==> config.mk <==
export PLATFORM = sky130hd
export DESIGN_NAME = instruction_fetch
export DESIGN_NICKNAME = d
export VERILOG_FILES = /design/src/rtl/fetch_pkg.sv /design/src/rtl/fetch_queue.sv /design/src/rtl/instruction_fetch.sv
export SDC_FILE = /design/constraint.sdc
export NUM_CORES = 1
export LEC_CHECK = 0
export BUFFER_PORTS_ARGS = -buffer_cell sky130_fd_sc_hd__buf_4
export CORE_ASPECT_RATIO = 1.4
export CORE_MARGIN = 2
export CORE_UTILIZATION = 40
export DETAILED_ROUTE_END_ITERATION = 10
export PLACE_DENSITY = 0.61
export SYNTH_ARGS = -nofsm -noshare
export SYNTH_HDL_FRONTEND = slang
export SYNTH_SLANG_ARGS = --single-unit
==> constraint.sdc <==
create_clock -name clk -period 5.7 [get_ports clk]
set_clock_uncertainty 0.1 [all_clocks]
set_input_delay 0.285 -clock clk [delete_from_list [all_inputs] [get_ports clk]]
set_output_delay 0.285 -clock clk [all_outputs]
set_load 0.02 [all_outputs]
==> src/rtl/fetch_pkg.sv <==
// Shared types and constants for the instruction fetch unit.
// Holds the fetch FSM state type, PC defaults and the queue entry layout.
package fetch_pkg;

    typedef enum logic [1:0] {
        IDLE,
        RUN,
        HALTED
    } fetch_state_t;

    localparam logic [31:0] DEF_PC_STEP  = 32'd4;
    localparam logic [31:0] DEF_RESET_PC = 32'h0000_0000;
    localparam int          DEF_QDEPTH   = 2;

    typedef struct packed {
        logic [31:0] pc;
        logic [31:0] instr;
    } fetch_entry_t;

endpackage

==> src/rtl/fetch_queue.sv <==
// Two-entry synchronous FIFO holding fetched {pc, instr} pairs.
// Ports: clk, reset_n, flush, push, pop, din -> head, count.
module fetch_queue
    import fetch_pkg::*;
(
    input  logic         clk,
    input  logic         reset_n,
    input  logic         flush,
    input  logic         push,
    input  logic         pop,
    input  fetch_entry_t din,
    output fetch_entry_t head,
    output logic [1:0]   count
);

    fetch_entry_t e0;
    fetch_entry_t e1;
    logic         pop_ok;
    logic         push_ok;

    // Guard against pop on empty and push on full without a pop.
    always_comb begin
        pop_ok  = pop && (count != 2'd0);
        push_ok = push && ((count != 2'd2) || pop_ok);
    end

    always_ff @(posedge clk or negedge reset_n) begin
        if (!reset_n) begin
            e0    <= '0;
            e1    <= '0;
            count <= 2'd0;
        end else if (flush) begin
            count <= 2'd0;
        end else if (push_ok && pop_ok) begin
            if (count == 2'd2) begin
                e0 <= e1;
                e1 <= din;
            end else begin
                e0 <= din;
            end
        end else if (push_ok) begin
            if (count == 2'd0) begin
                e0 <= din;
            end else begin
                e1 <= din;
            end
            count <= count + 2'd1;
        end else if (pop_ok) begin
            e0    <= e1;
            count <= count - 2'd1;
        end
    end

    assign head = e0;

endmodule

==> src/rtl/instruction_fetch.sv <==
// Instruction fetch: owns the PC, reads imem, queues words for decode.
// Ports: clk, reset_n, enable, halt_req, redirect_valid/pc, imem_*, instr_*, halted.
// Optional: FETCH_PERF_CNT_EN adds fetch_count and stall_count outputs.
module instruction_fetch
    import fetch_pkg::*;
#(
    parameter logic [31:0] RESET_PC = DEF_RESET_PC,
    parameter logic [31:0] PC_STEP  = DEF_PC_STEP,
    parameter int          QDEPTH   = DEF_QDEPTH
) (
    input  logic        clk,
    input  logic        reset_n,
    input  logic        enable,
    input  logic        halt_req,
    input  logic        redirect_valid,
    input  logic [31:0] redirect_pc,
    output logic [31:0] imem_addr,
    output logic        imem_we,
    input  logic [31:0] imem_data,
    output logic        instr_valid,
    input  logic        instr_ready,
    output logic [31:0] instr_data,
    output logic [31:0] instr_pc,
    output logic        halted
`ifdef FETCH_PERF_CNT_EN
    ,
    output logic [31:0] fetch_count,
    output logic [31:0] stall_count
`endif
);

    localparam logic [1:0] QFULL = 2'(QDEPTH);

    fetch_state_t state;
    fetch_state_t state_nx;
    logic [31:0]  pc;
    logic         halt_seen;
    logic         halt_eff;
    logic         run;
    logic         redirect;
    logic         push;
    logic         pop;
    logic [1:0]   count;
    fetch_entry_t head;
    fetch_entry_t din;

    always_comb begin
        run      = (state == RUN);
        halt_eff = halt_seen || halt_req;
        redirect = run && redirect_valid;
        pop      = instr_valid && instr_ready && !redirect;
        push     = run && enable && !halt_eff && !redirect
                   && ((count < QFULL) || pop);
        din      = '{pc: pc, instr: imem_data};
    end

    always_comb begin
        state_nx = state;
        unique case (state)
            IDLE:    if (enable) state_nx = RUN;
            RUN:     if (halt_eff && (count == 2'd0)) state_nx = HALTED;
            HALTED:  state_nx = HALTED;
            default: state_nx = IDLE;
        endcase
    end

    always_ff @(posedge clk or negedge reset_n) begin
        if (!reset_n) begin
            state     <= IDLE;
            pc        <= RESET_PC;
            halt_seen <= 1'b0;
        end else begin
            state <= state_nx;
            if (redirect) begin
                pc <= redirect_pc & ~32'h3;
            end else if (push) begin
                pc <= pc + PC_STEP;
            end
            if (run && halt_req) begin
                halt_seen <= 1'b1;
            end
        end
    end

    fetch_queue u_queue (
        .clk     (clk),
        .reset_n (reset_n),
        .flush   (redirect),
        .push    (push),
        .pop     (pop),
        .din     (din),
        .head    (head),
        .count   (count)
    );

    // Head fields read as zero while the queue is empty.
    always_comb begin
        instr_valid = (count != 2'd0);
        instr_data  = instr_valid ? head.instr : 32'h0;
        instr_pc    = instr_valid ? head.pc : 32'h0;
        imem_addr   = pc;
        imem_we     = 1'b0;
        halted      = (state == HALTED);
    end

`ifdef FETCH_PERF_CNT_EN
    always_ff @(posedge clk or negedge reset_n) begin
        if (!reset_n) begin
            fetch_count <= 32'h0;
            stall_count <= 32'h0;
        end else begin
            if (push) begin
                fetch_count <= fetch_count + 32'd1;
            end
            if (instr_valid && !instr_ready) begin
                stall_count <= stall_count + 32'd1;
            end
        end
    end
`endif

endmodule
==> results.sh, run 1 <==
export IMPL_status="finished, final reports clean"
export IMPL_insertedDiodeCount=0
export IMPL_clk_pin_slew_ps=60
export IMPL_syn_inst=730
export IMPL_min_period_ps=2950
export IMPL_antenna_left=0
export IMPL_holdWs_ps=17.5
export IMPL_final_core_util=0.531
export IMPL_core_area_sq_mm=0.0191
export IMPL_grt_remaining_overflow=0
export IMPL_use_met2=0.320
export IMPL_holdPathStages=2
export IMPL_io_pins=169
export IMPL_yosys_warnings=0
export IMPL_rows=60
export IMPL_ys_seq_area_frac=0.516
export IMPL_cts_num_sinks=159
export IMPL_holdCritStartpoint="imem_data[0]"
export IMPL_cts_tree="yes"
export IMPL_ys_ff_latch=159
export IMPL_syn_area_sq_mm=0.00770
export IMPL_crit_slowest_cell="nand2_1"
export IMPL_ys_types=47
export IMPL_rsz0062_at_grt="false"
export IMPL_h_tree_depth=4
export IMPL_setup_worst_path_start_class="flip-flop"
export IMPL_final_common_cell="buf_4"
export IMPL_slowest_delay_ps=660
export IMPL_met3_usage=0.0312
export IMPL_grt_pass1_wl_mm=29.4
export IMPL_vdd_ir_drop_worst_v=0.000202
export IMPL_reg2reg_from="state[1]$_DFFE_PN0P_"
export IMPL_crit_arrival_ps=3120
export IMPL_cts_root_buf="clkbuf_16"
export IMPL_required_ps=5870
export IMPL_cap_violations=0
export IMPL_die_y_microns=168
export IMPL_hp_class="input pin to flip-flop"
export IMPL_hold_viol=0
export IMPL_ctsResizeCount=0
export IMPL_final_cell_mix="buf_4 (166), dfrtp_1 (159), nand2_1 (101), o21ai_0 (86), and2_1 (65)"
export IMPL_rrSetupSlack_ps=2750
export IMPL_gp_congestion=0.748
export IMPL_cts_buffers=17
export IMPL_fin_crit_sh=0.518
export IMPL_top_usage_layer="met2"
export IMPL_finalSetupViolCount=0
export IMPL_clk_insertion_delay_late_ps=420
export IMPL_die_area_sq_mm=0.0204
export IMPL_grt_pass1_vias=5682
export IMPL_route_vias_total=5825
export IMPL_max_freq_mhz=339
export IMPL_setup_tns_ps=0
export IMPL_reg2reg_depth=8
export IMPL_hold_end="u_queue.e1[0]$_DFFE_PN0P_"
export IMPL_drc=0
export IMPL_nets=982
export IMPL_cp_end_kind="flip-flop"
export IMPL_syn_area_per_cell_sq_um=10.6
export IMPL_reg2reg_to="u_queue.head[31]$_DFFE_PN0P_"
export IMPL_cp_max_fo=32
export IMPL_dp_hpwl_mm=11.8
export IMPL_drive_gt1_frac=0.289
export IMPL_report_final_slew_viol_count=0
export IMPL_routedWlPerCell_microns=15.7
export IMPL_wl_mm=18.3
export IMPL_clock_path_buffers=2
export IMPL_power_density_mw_per_mm2=339
export IMPL_timing_slew_headroom=0.362
export IMPL_met1_usage=0.232
export IMPL_start_util=0.404
export IMPL_numPortBuffers=161
export IMPL_worst_pin_slew_ps=956
export IMPL_p_leak_nw=4.59
export IMPL_track_usage=0.183
export IMPL_areaGrowthSynthToFinish_pct=31.5
export IMPL_grt_max_degree=102
export IMPL_crit_type="flip-flop to flip-flop"
export IMPL_drt_iter0_markers=237
export IMPL_crit_chain="inv_1 -> ha_1 -> nand2_1 -> nand3_1 -> a21oi_4 -> buf_4 -> mux2i_1 -> o21ai_0"
export IMPL_grt_antenna_before_repair=0
export IMPL_path_buf_inv=2
export IMPL_die_w_microns=121
export IMPL_drt_pass1_iter_count=4
export IMPL_path_delay_family="simple AND/OR/NAND/NOR gates"
export IMPL_avgViaCountPerCell=4.99
==> registers in the layout (all words and copies together), names as in the netlist <==
name / cells
state: 2
imem_addr: 30
u_queue.head: 62
u_queue.count: 2
halt_seen: 1
u_queue.e1: 62
==> what timing repair did <==
action                                 in CTS  in global routing
buffers inserted                            0                  0
endpoints found under the hold margin     140                  0
hold buffers                               41                  0
==> cell type report <==
type	instances	area, sq um
repair buffers	208	1670
clock inverters	12	208
flip-flops and latches	159	3980
well taps	248	310
inverters	11	41.3
fillers	1796	8940
multi-input cells	511	3480
clock buffers	19	443
==> cells in the mapped netlist, drive strengths merged <==
cell type  number  area share
ha              4      0.0065
o31a            1      0.0011
o21bai          1     0.00097
xnor2          15       0.017
nor2b           3      0.0024
a211oi          4      0.0039
nand2         101       0.049
and3            6      0.0049
dfrtp         159        0.52
nand3b          1      0.0015
o22ai           3      0.0024
mux2i          63       0.082
clkbuf         35       0.017
xor2            1      0.0011
conb            1     0.00049
nor2           14      0.0068
nand2b          2      0.0016
and3b           2      0.0023
o211ai          1     0.00097
o21a            2      0.0019
a31oi           2      0.0016
o21ai          86       0.056
o221a           1      0.0015
a22oi           2      0.0019
or3             2      0.0023
buf            18       0.015
nor4b           2      0.0042
nand3           9      0.0058
a221o           1      0.0013
nor4           10      0.0089
and2           65       0.053
a32oi           2      0.0023
mux2           59       0.086
a21o            2      0.0019
nor3           14      0.0091
and4            5      0.0057
nand4           7      0.0076
a21oi          11      0.0071
inv            11      0.0054
a211o           1      0.0011
o311ai          1      0.0011
==> worst max path at each step <==
stage | from | to | cells after the start
after floorplan | state[0]$_DFFE_PN0P_ | u_queue.e1[10]$_DFFE_PN0P_ | 7
after global placement | state[1]$_DFFE_PN0P_ | u_queue.head[56]$_DFFE_PN0P_ | 8
after detailed placement | state[1]$_DFFE_PN0P_ | u_queue.head[21]$_DFFE_PN0P_ | 8
after CTS | state[1]$_DFFE_PN0P_ | u_queue.head[19]$_DFFE_PN0P_ | 8
after global routing | state[1]$_DFFE_PN0P_ | u_queue.head[26]$_DFFE_PN0P_ | 8
final | state[1]$_DFFE_PN0P_ | u_queue.head[31]$_DFFE_PN0P_ | 8
==> where the power goes <==
group,switching [W],internal (W),total [W]
clock network,0.000462,0.000792,0.00125
logic,0.000383,0.000322,0.000704
registers,0.000232,0.00124,0.00148
total,0.00108,0.00236,0.00343
==> cells by family (layout without fill, tap and decap cells) <==
logic type | after synthesis | in the layout | share of synthesized area
other cells | 1 | 5 | 0.000487
fa+ha+maj | 4 | 4 | 0.00650
buf+inv | 64 | 250 | 0.0378
flops | 159 | 159 | 0.516
compound gates | 121 | 121 | 0.0872
simple gates | 243 | 243 | 0.165
xor+xnor | 16 | 16 | 0.0182
mux | 122 | 122 | 0.168
==> per-layer routing <==
layer	routed length, microns	part of all wire
met5	0	0
met4	242	0.013
met3	627	0.034
met2	9340	0.51
met1	8090	0.44
==> metrics by stage <==
stage	instance area [sq um]	cells	setup slack [ps]	total power (W)
2_1_floorplan	7720	734	3630	0.00182
3_3_place_gp	9070	1096	2760	0.00217
3_5_place_dp	9070	1096	2720	0.00218
4_1_cts	10100	1168	2730	0.00348
5_1_grt	10100	1168	2510	0.00361
6_report	10100	1168	2750	0.00343
(Power assumes the default switching activity.)
==> run 2: changes to the inputs <==
ABC_AREA = 1   (was not set)
clock period = 2.4 ns   (was 5.7 ns; I/O delays follow)
==> results.sh, run 2 <==
export IMPL_cap_violations=0
export IMPL_syn_area_per_cell_sq_um=6.36
export IMPL_core_area_sq_mm=0.0247
export IMPL_fin_crit_sh=0.959
export IMPL_final_common_cell="nand2_1"
export IMPL_drc=0
export IMPL_cts_root_buf="clkbuf_16"
export IMPL_status="finished, final reports clean"
export IMPL_synth_top_family_by_area="simple AND/OR/NAND/NOR gates"
export IMPL_synth_compound_gate_area_share=0.101
export IMPL_max_freq_mhz=435
export IMPL_syn_area_sq_mm=0.0101
export IMPL_ys_flop_type="dfrtp_1"
export IMPL_routedWlPerCell_microns=14.8
export IMPL_hold_viol=0
export IMPL_synthTopCellsByArea="dfrtp_1 (40%), nand2_1 (21%), nor2_1 (8.6%), nand3_1 (6.9%), inv_1 (6.2%)"
export IMPL_syn_inst=1582
export IMPL_setup_worst_path_start_class="flip-flop"
export IMPL_reg2reg_from="state[1]$_DFFE_PN0P_"
export IMPL_grt_pass1_wl_mm=51.5
export IMPL_track_usage=0.239
export IMPL_synth_xor_area_share=0.00435
export IMPL_die_w_microns=138
export IMPL_grt_pass1_vias=10100
export IMPL_final_cell_mix="nand2_1 (574), nor2_1 (230), buf_4 (185), inv_1 (167), dfrtp_1 (158)"
export IMPL_antenna_left=0
export IMPL_finalSetupViolCount=0
export IMPL_yosys_warnings=0
export IMPL_grt_max_degree=73
export IMPL_rrSetupSlack_ps=100
export IMPL_worst_pin_slew_ps=666
export IMPL_crit_type="flip-flop to flip-flop"
export IMPL_gp_congestion=0.953
export IMPL_avgViaCountPerCell=4.99
export IMPL_cp_max_fo=72
export IMPL_drive_gt1_frac=0.142
export IMPL_numPortBuffers=161
export IMPL_report_final_slew_viol_count=0
export IMPL_yosysTopAreaCell="dfrtp_1"
export IMPL_insertedDiodeCount=0
export IMPL_die_area_sq_mm=0.0265
export IMPL_h_tree_depth=4
export IMPL_dp_hpwl_mm=20.9
export IMPL_nets=1850
export IMPL_clk_pin_slew_ps=60
export IMPL_crit_arrival_ps=2510
export IMPL_cp_end_kind="flip-flop"
export IMPL_cp_startpoint="state[1]$_DFFE_PN0P_"
export IMPL_ys_types=29
export IMPL_ys_ff_latch=159
export IMPL_grt_remaining_overflow=0
export IMPL_vdd_ir_drop_worst_v=0.000454
export IMPL_rsz0062_at_grt="true"
export IMPL_cts_buffers=17
export IMPL_grt_antenna_before_repair=0
export IMPL_drt_pass1_iter_count=5
export IMPL_yosysMostFrequentCell="nand2_1"
export IMPL_hp_class="input pin to async pin"
export IMPL_cts_num_sinks=159
export IMPL_die_y_microns=192
export IMPL_place_ws_ps=130
export IMPL_areaGrowthSynthToFinish_pct=28.8
export IMPL_synth_top_cell_area_share=0.395
export IMPL_reg2reg_to="u_queue.e1[40]$_DFFE_PN0P_"
export IMPL_route_vias_total=10500
export IMPL_synth_edf_count=0
export IMPL_cts_tree="yes"
export IMPL_ys_async_sr_fraction=1.00
export IMPL_clk_insertion_delay_late_ps=430
export IMPL_clock_path_buffers=2
export IMPL_yosys_mux_area_fraction=0
export IMPL_synth_simple_gate_area_frac=0.384
export IMPL_start_util=0.408
export IMPL_io_pins=169
export IMPL_ys_seq_area_frac=0.395
export IMPL_reg2reg_depth=10
export IMPL_p_leak_nw=6.63
export IMPL_cp_endpoint="u_queue.e1[40]$_DFFE_PN0P_"
export IMPL_drt_iter0_markers=733
export IMPL_ys_top_cells_by_count="nand2_1 (576), nor2_1 (230), inv_1 (167)"
export IMPL_min_period_ps=2300
export IMPL_setup_tns_ps=0
export IMPL_rows=68
export IMPL_required_ps=2610
export IMPL_timing_slew_headroom=0.556
export IMPL_wl_mm=31.1
export IMPL_synthAdderAreaFrac=0.00497
export IMPL_fin_ws_ps=98.8
export IMPL_power_density_mw_per_mm2=436
[run 2: changes by cell type after synthesis, moves of 52 or more]
cell     before  now
nand3_1       9  138
mux2_2       59    0
nand2_1     101  576
o21ai_1       0   52
and2_1       65    0
inv_1        11  167
nor2_1       14  230
mux2i_1      63    0
[run 2: timing repair]
item                       in CTS  in global routing
hold endpoints to repair      176                  0
buffers inserted                0                  3
hold buffers                   65                  0
gates resized for setup         0                  3
setup endpoints to repair       0                 32
[run 2: metrics by stage]
| stage | instances | cell area [sq um] | util | hold WS, ps | power, W |
|---|---|---|---|---|---|
| final | 2104 | 13000 | 0.525 | 95.3 | 0.00566 |
| after global routing | 2104 | 13000 | 0.525 | 139 | 0.00584 |
| after floorplan | 1586 | 10100 | - | -276 | 0.00278 |
| after global placement | 2003 | 11700 | 0.474 | -0.423 | 0.00295 |
| after detailed placement | 2003 | 11700 | 0.474 | 3.42 | 0.00295 |
| after CTS | 2100 | 12900 | 0.523 | 105 | 0.00572 |
[run 2: final cells by class]
| cell class | count | area [sq um] |
|---|---|---|
| Clock buffer | 18 | 439 |
| Clock inverter | 14 | 133 |
| Fill cell | 2518 | 11700 |
| Inverter | 173 | 652 |
| Multi-Input combinational cell | 1160 | 5020 |
| Sequential cell | 159 | 3980 |
| Tap cell | 315 | 394 |
| Timing Repair Buffer | 265 | 2340 |
[run 2: routing by layer]
metal  track usage  wire length (microns)  up-vias
met5             0                      0        -
met4        0.0848                    854        0
met3        0.0292                   1290       58
met2         0.431                  15900      290
met1         0.294                  13000     4854
li1              -                      -     5290
[run 2: how the worst min path moves through the flow]
stage	slack, ps	from	endpoint
4_1_cts	110	reset_n	u_queue.head[43]$_DFFE_PN0P_
5_1_grt	140	reset_n	u_queue.e1[25]$_DFFE_PN0P_
3_3_place_gp	-0.4	reset_n	u_queue.head[43]$_DFFE_PN0P_
2_1_floorplan	-280	reset_n	halt_seen$_DFFE_PN0P_
3_5_place_dp	3	reset_n	u_queue.head[43]$_DFFE_PN0P_
6_report	100	reset_n	u_queue.head[43]$_DFFE_PN0P_
[run 2: logic make-up (layout without fill, tap and decap cells)]
kind of cell,after synthesis,after routing
other,1,5
buffers and inverters,268,470
adders and majority gates,4,4
xor gates and xnor gates,5,5
and+or+nand+nor,960,961
DFF,159,159
AOI/OAI and AO/OA,185,185
[run 2: critical path, cell delays in order (launching register included)]
cell and delay, ps:
dfrtp_1 390, inv_1 80, ha_1 250, nand3_2 220, nor2_8 230, nand2_2 180, inv_4 170, nand3_4 120
buf_16 220, nand2_1 110, o21ai_1 70
[run 2: where the power goes]
group | switching, W | internal [W]
Combinational | 0.000139 | 0.000160
Clock | 0.00121 | 0.00147
Sequential | 0.0000000000000489 | 0.00268
==> run 3: changes to the inputs <==
PLACE_DENSITY = 0.64   (was 0.61)
==> results.sh, run 3 (synthesized netlist as in run 2, its figures left out) <==
export IMPL_status="finished, final reports clean"
export IMPL_required_ps=2630
export IMPL_setup_worst_path_start_class="flip-flop"
export IMPL_rrSetupSlack_ps=180
export IMPL_insertedDiodeCount=0
export IMPL_cp_end_kind="flip-flop"
export IMPL_cp_depth=11
export IMPL_start_util=0.408
export IMPL_reg2reg_from="state[1]$_DFFE_PN0P_"
export IMPL_rows=68
export IMPL_drt_iter0_markers=698
export IMPL_cp_endpoint="u_queue.head[52]$_DFFE_PN0P_"
export IMPL_antenna_left=0
export IMPL_crit_arrival_ps=2450
export IMPL_avgViaCountPerCell=4.97
export IMPL_routedWlPerCell_microns=14.7
export IMPL_ctsResizeCount=0
export IMPL_crit_type="flip-flop to flip-flop"
export IMPL_finalInstanceArea_sq_mm=0.0130
export IMPL_power_density_mw_per_mm2=460
export IMPL_grt_pass1_wl_mm=50.8
export IMPL_reg2reg_to="u_queue.head[52]$_DFFE_PN0P_"
export IMPL_reg2reg_depth=11
export IMPL_rsz0062_at_grt="false"
export IMPL_numPortBuffers=161
export IMPL_cts_num_sinks=159
export IMPL_wl_mm=31.0
export IMPL_cts_tree="yes"
export IMPL_report_final_slew_viol_count=0
export IMPL_cts_setup_buffers=0
export IMPL_drive_gt1_frac=0.141
export IMPL_vdd_ir_drop_worst_v=0.000512
export IMPL_areaGrowthSynthToFinish_pct=29.1
export IMPL_die_area_sq_mm=0.0265
export IMPL_cts_root_buf="clkbuf_16"
export IMPL_path_delay_family="simple AND/OR/NAND/NOR gates"
export IMPL_drc=0
export IMPL_final_common_cell="nand2_1"
export IMPL_crit_slowest_cell="dfrtp_1"
export IMPL_setup_tns_ps=0
export IMPL_hp_class="input pin to flip-flop"
export IMPL_ff_latch_area_sq_mm=0.00398
export IMPL_final_cell_mix="nand2_1 (574), nor2_1 (230), buf_4 (189), inv_1 (167), dfrtp_1 (158)"
export IMPL_cts_buffers=17
export IMPL_crit_chain="inv_1 -> ha_1 -> nand3_1 -> nor2_8 -> buf_4 -> nand2_4 -> buf_4 -> nor2_1 -> nor2_1 -> nand2_1 -> nand2_1"
export IMPL_dp_hpwl_mm=20.6
export IMPL_track_usage=0.238
export IMPL_fin_crit_sh=0.925
export IMPL_cp_max_fo=37
export IMPL_die_y_microns=192
export IMPL_gp_congestion=0.954
export IMPL_holdWs_ps=94.6
export IMPL_h_tree_depth=4
export IMPL_finalSetupViolCount=0
export IMPL_drt_pass1_iter_count=5
export IMPL_dp_cells=2008
export IMPL_route_vias_total=10400
export IMPL_worst_pin_slew_ps=638
export IMPL_clock_path_buffers=2
export IMPL_grt_max_degree=85
export IMPL_grt_pass1_vias=9915
export IMPL_timing_slew_headroom=0.575
export IMPL_hold_viol=0
export IMPL_die_w_microns=138
export IMPL_dpl_instance_area_sq_mm=0.0117
export IMPL_cap_violations=0
export IMPL_clk_insertion_delay_late_ps=450
export IMPL_slowest_delay_ps=390
export IMPL_io_pins=169
export IMPL_grt_remaining_overflow=0
export IMPL_grt_antenna_before_repair=0
export IMPL_p_leak_nw=6.66
export IMPL_fin_cells=2104
export IMPL_multi_input_area_sq_mm=0.00501
export IMPL_fillCellCount=2504
export IMPL_path_buf_inv=3
export IMPL_cp_startpoint="state[1]$_DFFE_PN0P_"
export IMPL_clk_pin_slew_ps=60
export IMPL_max_freq_mhz=450
export IMPL_core_area_sq_mm=0.0247
export IMPL_nets=1851
export IMPL_min_period_ps=2220
run 3: routing by layer:
metal	up-vias	share of wire	routed length [microns]	global-route usage
met3	50	0.036	1120	0.0302
met2	269	0.52	16000	0.433
li1	5289	-	-	-
met4	0	0.026	817	0.0914
met1	4841	0.42	13000	0.286
met5	-	0	0	0
run 3: power by group:
part	switching [W]	internal, W
registers	0.0000000000000622	0.00268
logic	0.000139	0.000161
clock network	0.00115	0.00185
run 3: worst min path at each step:
stage | startpoint | end | slack (ps) | cells past startpoint
2_1_floorplan | reset_n | halt_seen$_DFFE_PN0P_ | -280 | 0
3_3_place_gp | reset_n | u_queue.head[47]$_DFFE_PN0P_ | 1 | 1
3_5_place_dp | reset_n | u_queue.head[47]$_DFFE_PN0P_ | 3 | 1
4_1_cts | reset_n | u_queue.head[47]$_DFFE_PN0P_ | 100 | 2
5_1_grt | reset_n | u_queue.head[47]$_DFFE_PN0P_ | 140 | 2
6_report | instr_ready | u_queue.count[1]$_DFFE_PN0P_ | 90 | 5
run 3: through the flow:
stage / total power, W / setup slack [ps] / utilization
global route: 0.00614 / 3.94 / 0.527
detailed placement: 0.00295 / 194 / 0.474
global placement: 0.00295 / 217 / 0.474
floorplan: 0.00278 / 480 / -
finish: 0.00598 / 180 / 0.527
CTS: 0.00603 / 152 / 0.527
run 3: timing repair:
| action | 4_1_cts | 5_1_grt |
|---|---|---|
| endpoints found under the hold margin | 230 | 0 |
| endpoints found under the setup margin | 0 | 0 |
| hold buffers | 65 | 0 |
run 3: final cells by class:
type,count,share of cell area
multi-input combinational,1159,0.385
sequential,159,0.306
timing repair buffer,267,0.179
inverter,173,0.0501
clock buffer,22,0.0373
tap,315,0.0303
clock inverter,9,0.0119
run 3: worst register-to-register path: stages, from the launching register on:
cell     delay (ps)
dfrtp_1         390
inv_1            80
ha_1            220
nand3_1         190
nor2_8          230
buf_4           240
nand2_4          70
buf_4           260
nor2_1          160
nor2_1           50
nand2_1          60
nand2_1          50
